[src/rtl/crash_course_cpu_pkg.sv]
// Shared types and constants for the crash-course CPU: fetch FSM states,
// datapath widths and the opcode encodings used by the program image.
package crash_course_cpu_pkg;

  localparam int CPU_ADDR_W = 8;
  localparam int CPU_INST_W = 16;

  // Opcodes live in instr[15:12]
  localparam logic [3:0] OP_ADD     = 4'h1;
  localparam logic [3:0] OP_STORE   = 4'h9;
  localparam logic [3:0] OP_LOADIMM = 4'hA;
  localparam logic [3:0] OP_JUMP    = 4'hE;

  typedef enum logic [1:0] {
    HALTED = 2'd0,
    RUN    = 2'd1,
    STEP   = 2'd2
  } fetch_state_t;

  // Build an instruction word from opcode and two 4-bit fields plus a nibble
  function automatic logic [CPU_INST_W-1:0] make_inst(input logic [3:0] op,
                                                      input logic [3:0] f1,
                                                      input logic [3:0] f2,
                                                      input logic [3:0] f3);
    return {op, f1, f2, f3};
  endfunction

endpackage

[src/rtl/crash_course_cpu_fetch_controller.sv]
// Fetch controller: owns the PC, reads the combinational program memory and
// registers each instruction into a one-entry valid/ready stage for decode.
// Provides run/halt/single-step control and PC redirects from execute.
module crash_course_cpu_fetch_controller
  import crash_course_cpu_pkg::*;
#(
  parameter int                ADDR_W   = CPU_ADDR_W,
  parameter int                INST_W   = CPU_INST_W,
  parameter logic [ADDR_W-1:0] RESET_PC = '0,
  parameter int                COUNT_W  = 16
) (
  input  logic               clk,
  input  logic               rst,
  input  logic               run_req,
  input  logic               halt_req,
  input  logic               step_req,
  input  logic               redirect_valid,
  input  logic [ADDR_W-1:0]  redirect_target,
  output logic [ADDR_W-1:0]  pmem_addr,
  input  logic [INST_W-1:0]  pmem_data,
  output logic               inst_valid,
  input  logic               inst_ready,
  output logic [INST_W-1:0]  inst_data,
  output logic [ADDR_W-1:0]  inst_pc,
  output logic               halted,
  output logic [COUNT_W-1:0] fetch_count
);

  fetch_state_t       state_q, state_d;
  logic [ADDR_W-1:0]  pc_q, pc_d;
  logic               valid_q, valid_d;
  logic [INST_W-1:0]  data_q, data_d;
  logic [ADDR_W-1:0]  ipc_q, ipc_d;
  logic [COUNT_W-1:0] count_q, count_d;
  logic               slot_free;
  logic               fetch_en;

  // Fetch qualifier: the stage must be empty or draining, the FSM must be
  // issuing, and a redirect always suppresses the fetch in its cycle.
  always_comb begin
    slot_free = !valid_q || inst_ready;
    fetch_en  = slot_free && (state_q == RUN || state_q == STEP) && !redirect_valid;
  end

  // Run/halt/step next state; a redirect cycle leaves the state untouched.
  always_comb begin
    state_d = state_q;
    if (!redirect_valid) begin
      case (state_q)
        HALTED: begin
          if (halt_req)      state_d = HALTED;
          else if (run_req)  state_d = RUN;
          else if (step_req) state_d = STEP;
        end
        RUN: begin
          if (halt_req) state_d = HALTED;
        end
        STEP: begin
          // Either the single fetch happened or the step was cancelled
          if (halt_req || fetch_en) state_d = HALTED;
        end
        default: state_d = HALTED;
      endcase
    end
  end

  // Datapath next state: redirect flushes, fetch loads, accept drains.
  always_comb begin
    pc_d    = pc_q;
    valid_d = valid_q;
    data_d  = data_q;
    ipc_d   = ipc_q;
    count_d = count_q;
    if (redirect_valid) begin
      pc_d    = redirect_target;
      valid_d = 1'b0;
    end else if (fetch_en) begin
      data_d  = pmem_data;
      ipc_d   = pc_q;
      valid_d = 1'b1;
      pc_d    = pc_q + ADDR_W'(1);
      count_d = count_q + COUNT_W'(1);
    end else if (valid_q && inst_ready) begin
      valid_d = 1'b0;
    end
  end

  // State and datapath registers with asynchronous reset.
  always_ff @(posedge clk or posedge rst) begin
    if (rst) begin
      state_q <= HALTED;
      pc_q    <= RESET_PC;
      valid_q <= 1'b0;
      data_q  <= '0;
      ipc_q   <= '0;
      count_q <= '0;
    end else begin
      state_q <= state_d;
      pc_q    <= pc_d;
      valid_q <= valid_d;
      data_q  <= data_d;
      ipc_q   <= ipc_d;
      count_q <= count_d;
    end
  end

  assign pmem_addr   = pc_q;
  assign inst_valid  = valid_q;
  assign inst_data   = data_q;
  assign inst_pc     = ipc_q;
  assign halted      = (state_q == HALTED);
  assign fetch_count = count_q;

endmodule

[config.mk]
export PLATFORM = sky130hd
export DESIGN_NAME = crash_course_cpu_fetch_controller
export DESIGN_NICKNAME = d
export VERILOG_FILES = /design/src/rtl/crash_course_cpu_pkg.sv /design/src/rtl/crash_course_cpu_fetch_controller.sv
export SDC_FILE = /design/constraint.sdc
export NUM_CORES = 1
export LEC_CHECK = 0
export CAP_MARGIN = 40
export CORE_MARGIN = 3
export CORE_UTILIZATION = 48
export CTS_CLUSTER_SIZE = 20
export DETAILED_ROUTE_END_ITERATION = 7
export PLACE_DENSITY = 0.82
export SLEW_MARGIN = 20
export SYNTH_ARGS = -nofsm -noshare
export SYNTH_HDL_FRONTEND = slang
export SYNTH_SLANG_ARGS = --single-unit
[constraint.sdc]
create_clock -name clk -period 2.95 [get_ports clk]
set_input_delay 0.885 -clock clk [delete_from_list [all_inputs] [get_ports clk]]
set_output_delay 0.885 -clock clk [all_outputs]
set_load 0.01 [all_outputs]
==> results.cfg <==
[run_status]
status = completed

[floorplan]
fp.dieW_um = 75.6
row_count = 24
start_util = 0.516
ios = 81
die_y_um = 75.6
die-area_sq_mm = 0.00571
core_area_sq_mm = 0.00450

[clock_tree]
htree_levels = 2
post-cts-setup-buffers = 0
holdBufCountCts = 0
cts.sinks = 51
clock_latency_ns = 0.31
clockBufferDepth = 2
post_cts_resized = 0
clkSlewWorstSetupHoldPaths_ns = 0.09
root_buffer = clkbuf_8
numCtsBuffers = 5
cts_tree = done

[setup_path]
cp-end-kind = primary output
critPathBufInv = 2
path_class = reg -> out
slowest_stage = clkdlybuf4s50_1
slowest_delay_ns = 0.55
crit_family = buffers and inverters
path_cells = inv_1 -> ha_1 -> clkdlybuf4s50_1
cp_data_required_time_ns = 2.07
cp_max_fo = 3
crit_arrival_ns = 1.57
cp-start-kind = register

[final_layout]
n_antenna_cell = 0
drive_above_1_share = 0.0650
stdcell_area_sq_mm = 0.00329
area_growth_pct = 41.9
fillers = 338
nets = 358

[timing]
fin_crit_ns = 2.46
hold_ws_ns = 0.486
drv_slew = 0
slew_headroom = 0.673
finalSetupViolations = 0
tns_ns = 0
hold_viol = 0
min_period_over_period = 0.833
fin_skew_ns = 0.00716
fin_ws_ns = 0.494
max_clock_freq_mhz = 407
tightest_slew_ns = 0.490
rsz0062_at_grt = false

[power_and_ir_drop]
p_seq_frac = 0.383
netSwitchingFraction = 0.356
vdd_drop_max_v = 0.000596
p_switching_w = 0.00102
comb_power_share = 0.442
p_total_w = 0.00286
power.density_mw_per_mm2 = 868
pwr-share-clk = 0.175
intPower_w = 0.00184
p_leak_nw = 1.51

[global_route]
gr-usage-all-layers = 0.197
grt_max_degree = 26
grt_overflow = 0
grt_pass1_vias = 1867
grt_pass1_wl_mm = 8.47
antenna_found_initial = 0

[synth]
syn_area_per_cell_sq_um = 9.76
ys_seq_area_frac = 0.550
yosys-top-cells-area = dfrtp_1 55%, nand2_1 15%, xnor2_1 4.5%
synth_nets = 274
netlist.area_leader.share = 0.550
synth_largest_area_cell = dfrtp_1
synth.distinct_cells = 33
synth_area_sq_mm = 0.00232
syn_inst = 238
synth_warnings = 0
ys_ff_latch = 51

[drt]
routed_wl_mm = 5.08
ant_nets = 0
drtPass1Iterations = 4
drc = 0
vias_per_cell = 5.05
vias = 1893
drt_iter0_drc = 72
wl_per_cell_um = 13.5

[placed_design]
hpwl_mm = 3.82
pre_cts_slack_ns = 0.458
place_area_sq_mm = 0.00318
place_congestion = 0.810
port_buffers = 80

[run]
cap_violations = 0

[min_path]
min_path_type = reg -> reg
## worst min-delay path, stage by stage (launching register included)
cell and delay [ns]:
dfrtp_1 0.35, nand2_1 0.05, nand2_1 0.06
## layer usage
layer  vias to the layer above  routed length, um  share of wire  global-route usage
li1                        945                  -              -                   -
met1                       888               2230           0.44               0.249
met2                        54               2450           0.48               0.329
met3                         6                333          0.066              0.0620
met4                         0                 62          0.012              0.0524
met5                         -                  0              0                   0
## Yosys cell counts (all sizes together)
master and instances:
or3 1, a31oi 1, a211o 1, a2111o 1, xor2 9, o311ai 2
ha 5, and3 3, o21ai 8, nor3 3, nand3 7, nor2 6
mux2i 1, buf 7, nand4bb 1, inv 5, and2 2, or3b 1
nand2 91, nand4 10, xnor2 12, clkbuf 2, and4 2, nand2b 3
and2b 1, dfrtp 51, a21oi 1, o21bai 1
## power by group through the flow
stage	sequential, W	combinational, W	clock [W]
after floorplan	0.00118	0.000570	0
after global placement	0.00110	0.00123	0
after detailed placement	0.00110	0.00127	0
after CTS	0.00110	0.00128	0.000510
after global routing	0.00113	0.00141	0.000535
final	0.00109	0.00126	0.000501
## cells in the final DEF, fill, tap and decap left out, drive strengths merged
cell and n:
a2111o 1, a211o 1, a21oi 1, a31oi 1, and2 2, and2b 1
and3 3, and4 2, buf 6, bufinv 1, clkbuf 6, clkdlybuf4s50 80
clkinv 1, dfrtp 51, ha 5, inv 5, mux2i 1, nand2 91
nand2b 3, nand3 7, nand4 10, nand4bb 1, nor2 6, nor3 3
o21ai 8, o21bai 1, o311ai 2, or3 1, or3b 1, xnor2 12
xor2 9
## logic make-up after synthesis
group	synth area share
xor+xnor	0.0792
flops	0.550
fa+ha+maj	0.0269
mux	0.00431
compound gates	0.0415
buf+inv	0.0323
simple gates	0.266
## sequential cells by signal, indices dropped and copies added, names as in the netlist
signal	flops
fetch_count	16
inst_pc	8
state_q	2
inst_data	16
inst_valid	1
pmem_addr	8
## per-stage QoR
stage,utilization,std cells
4_1_cts,0.731,375
3_5_place_dp,0.705,367
5_1_grt,0.731,375
3_3_place_gp,0.705,367
2_1_floorplan,-,238
6_report,0.731,375
## worst paths after layout
check	slack (ns)	depth (start not counted)	to	startpoint
worst max-delay path	0.49	3	halted	state_q[0]$_DFFE_PP0P_
worst min-delay path	0.49	2	inst_data[5]$_DFFE_PP0P_	inst_data[5]$_DFFE_PP0P_
worst max register to register	0.97	7	fetch_count[3]$_DFFE_PP0P_	state_q[1]$_DFFE_PP0P_
worst min register to register	0.49	2	inst_data[5]$_DFFE_PP0P_	inst_data[5]$_DFFE_PP0P_
max in group asynchronous	1.46	3	inst_pc[5]$_DFFE_PP0P_	rst
min in group asynchronous	0.91	2	inst_valid$_DFFE_PP0P_	rst
## cell type report
cell class | count | area [sq um] | share of cell area
Timing Repair Buffer | 86 | 846 | 0.257
Multi-Input combinational cell | 173 | 971 | 0.295
Inverter | 5 | 18.8 | 0.00570
Sequential cell | 51 | 1280 | 0.387
Clock buffer | 6 | 82.6 | 0.0251
Tap cell | 52 | 65.1 | 0.0197
Clock inverter | 2 | 35.0 | 0.0106
Power figures use the tool's default switching activity.
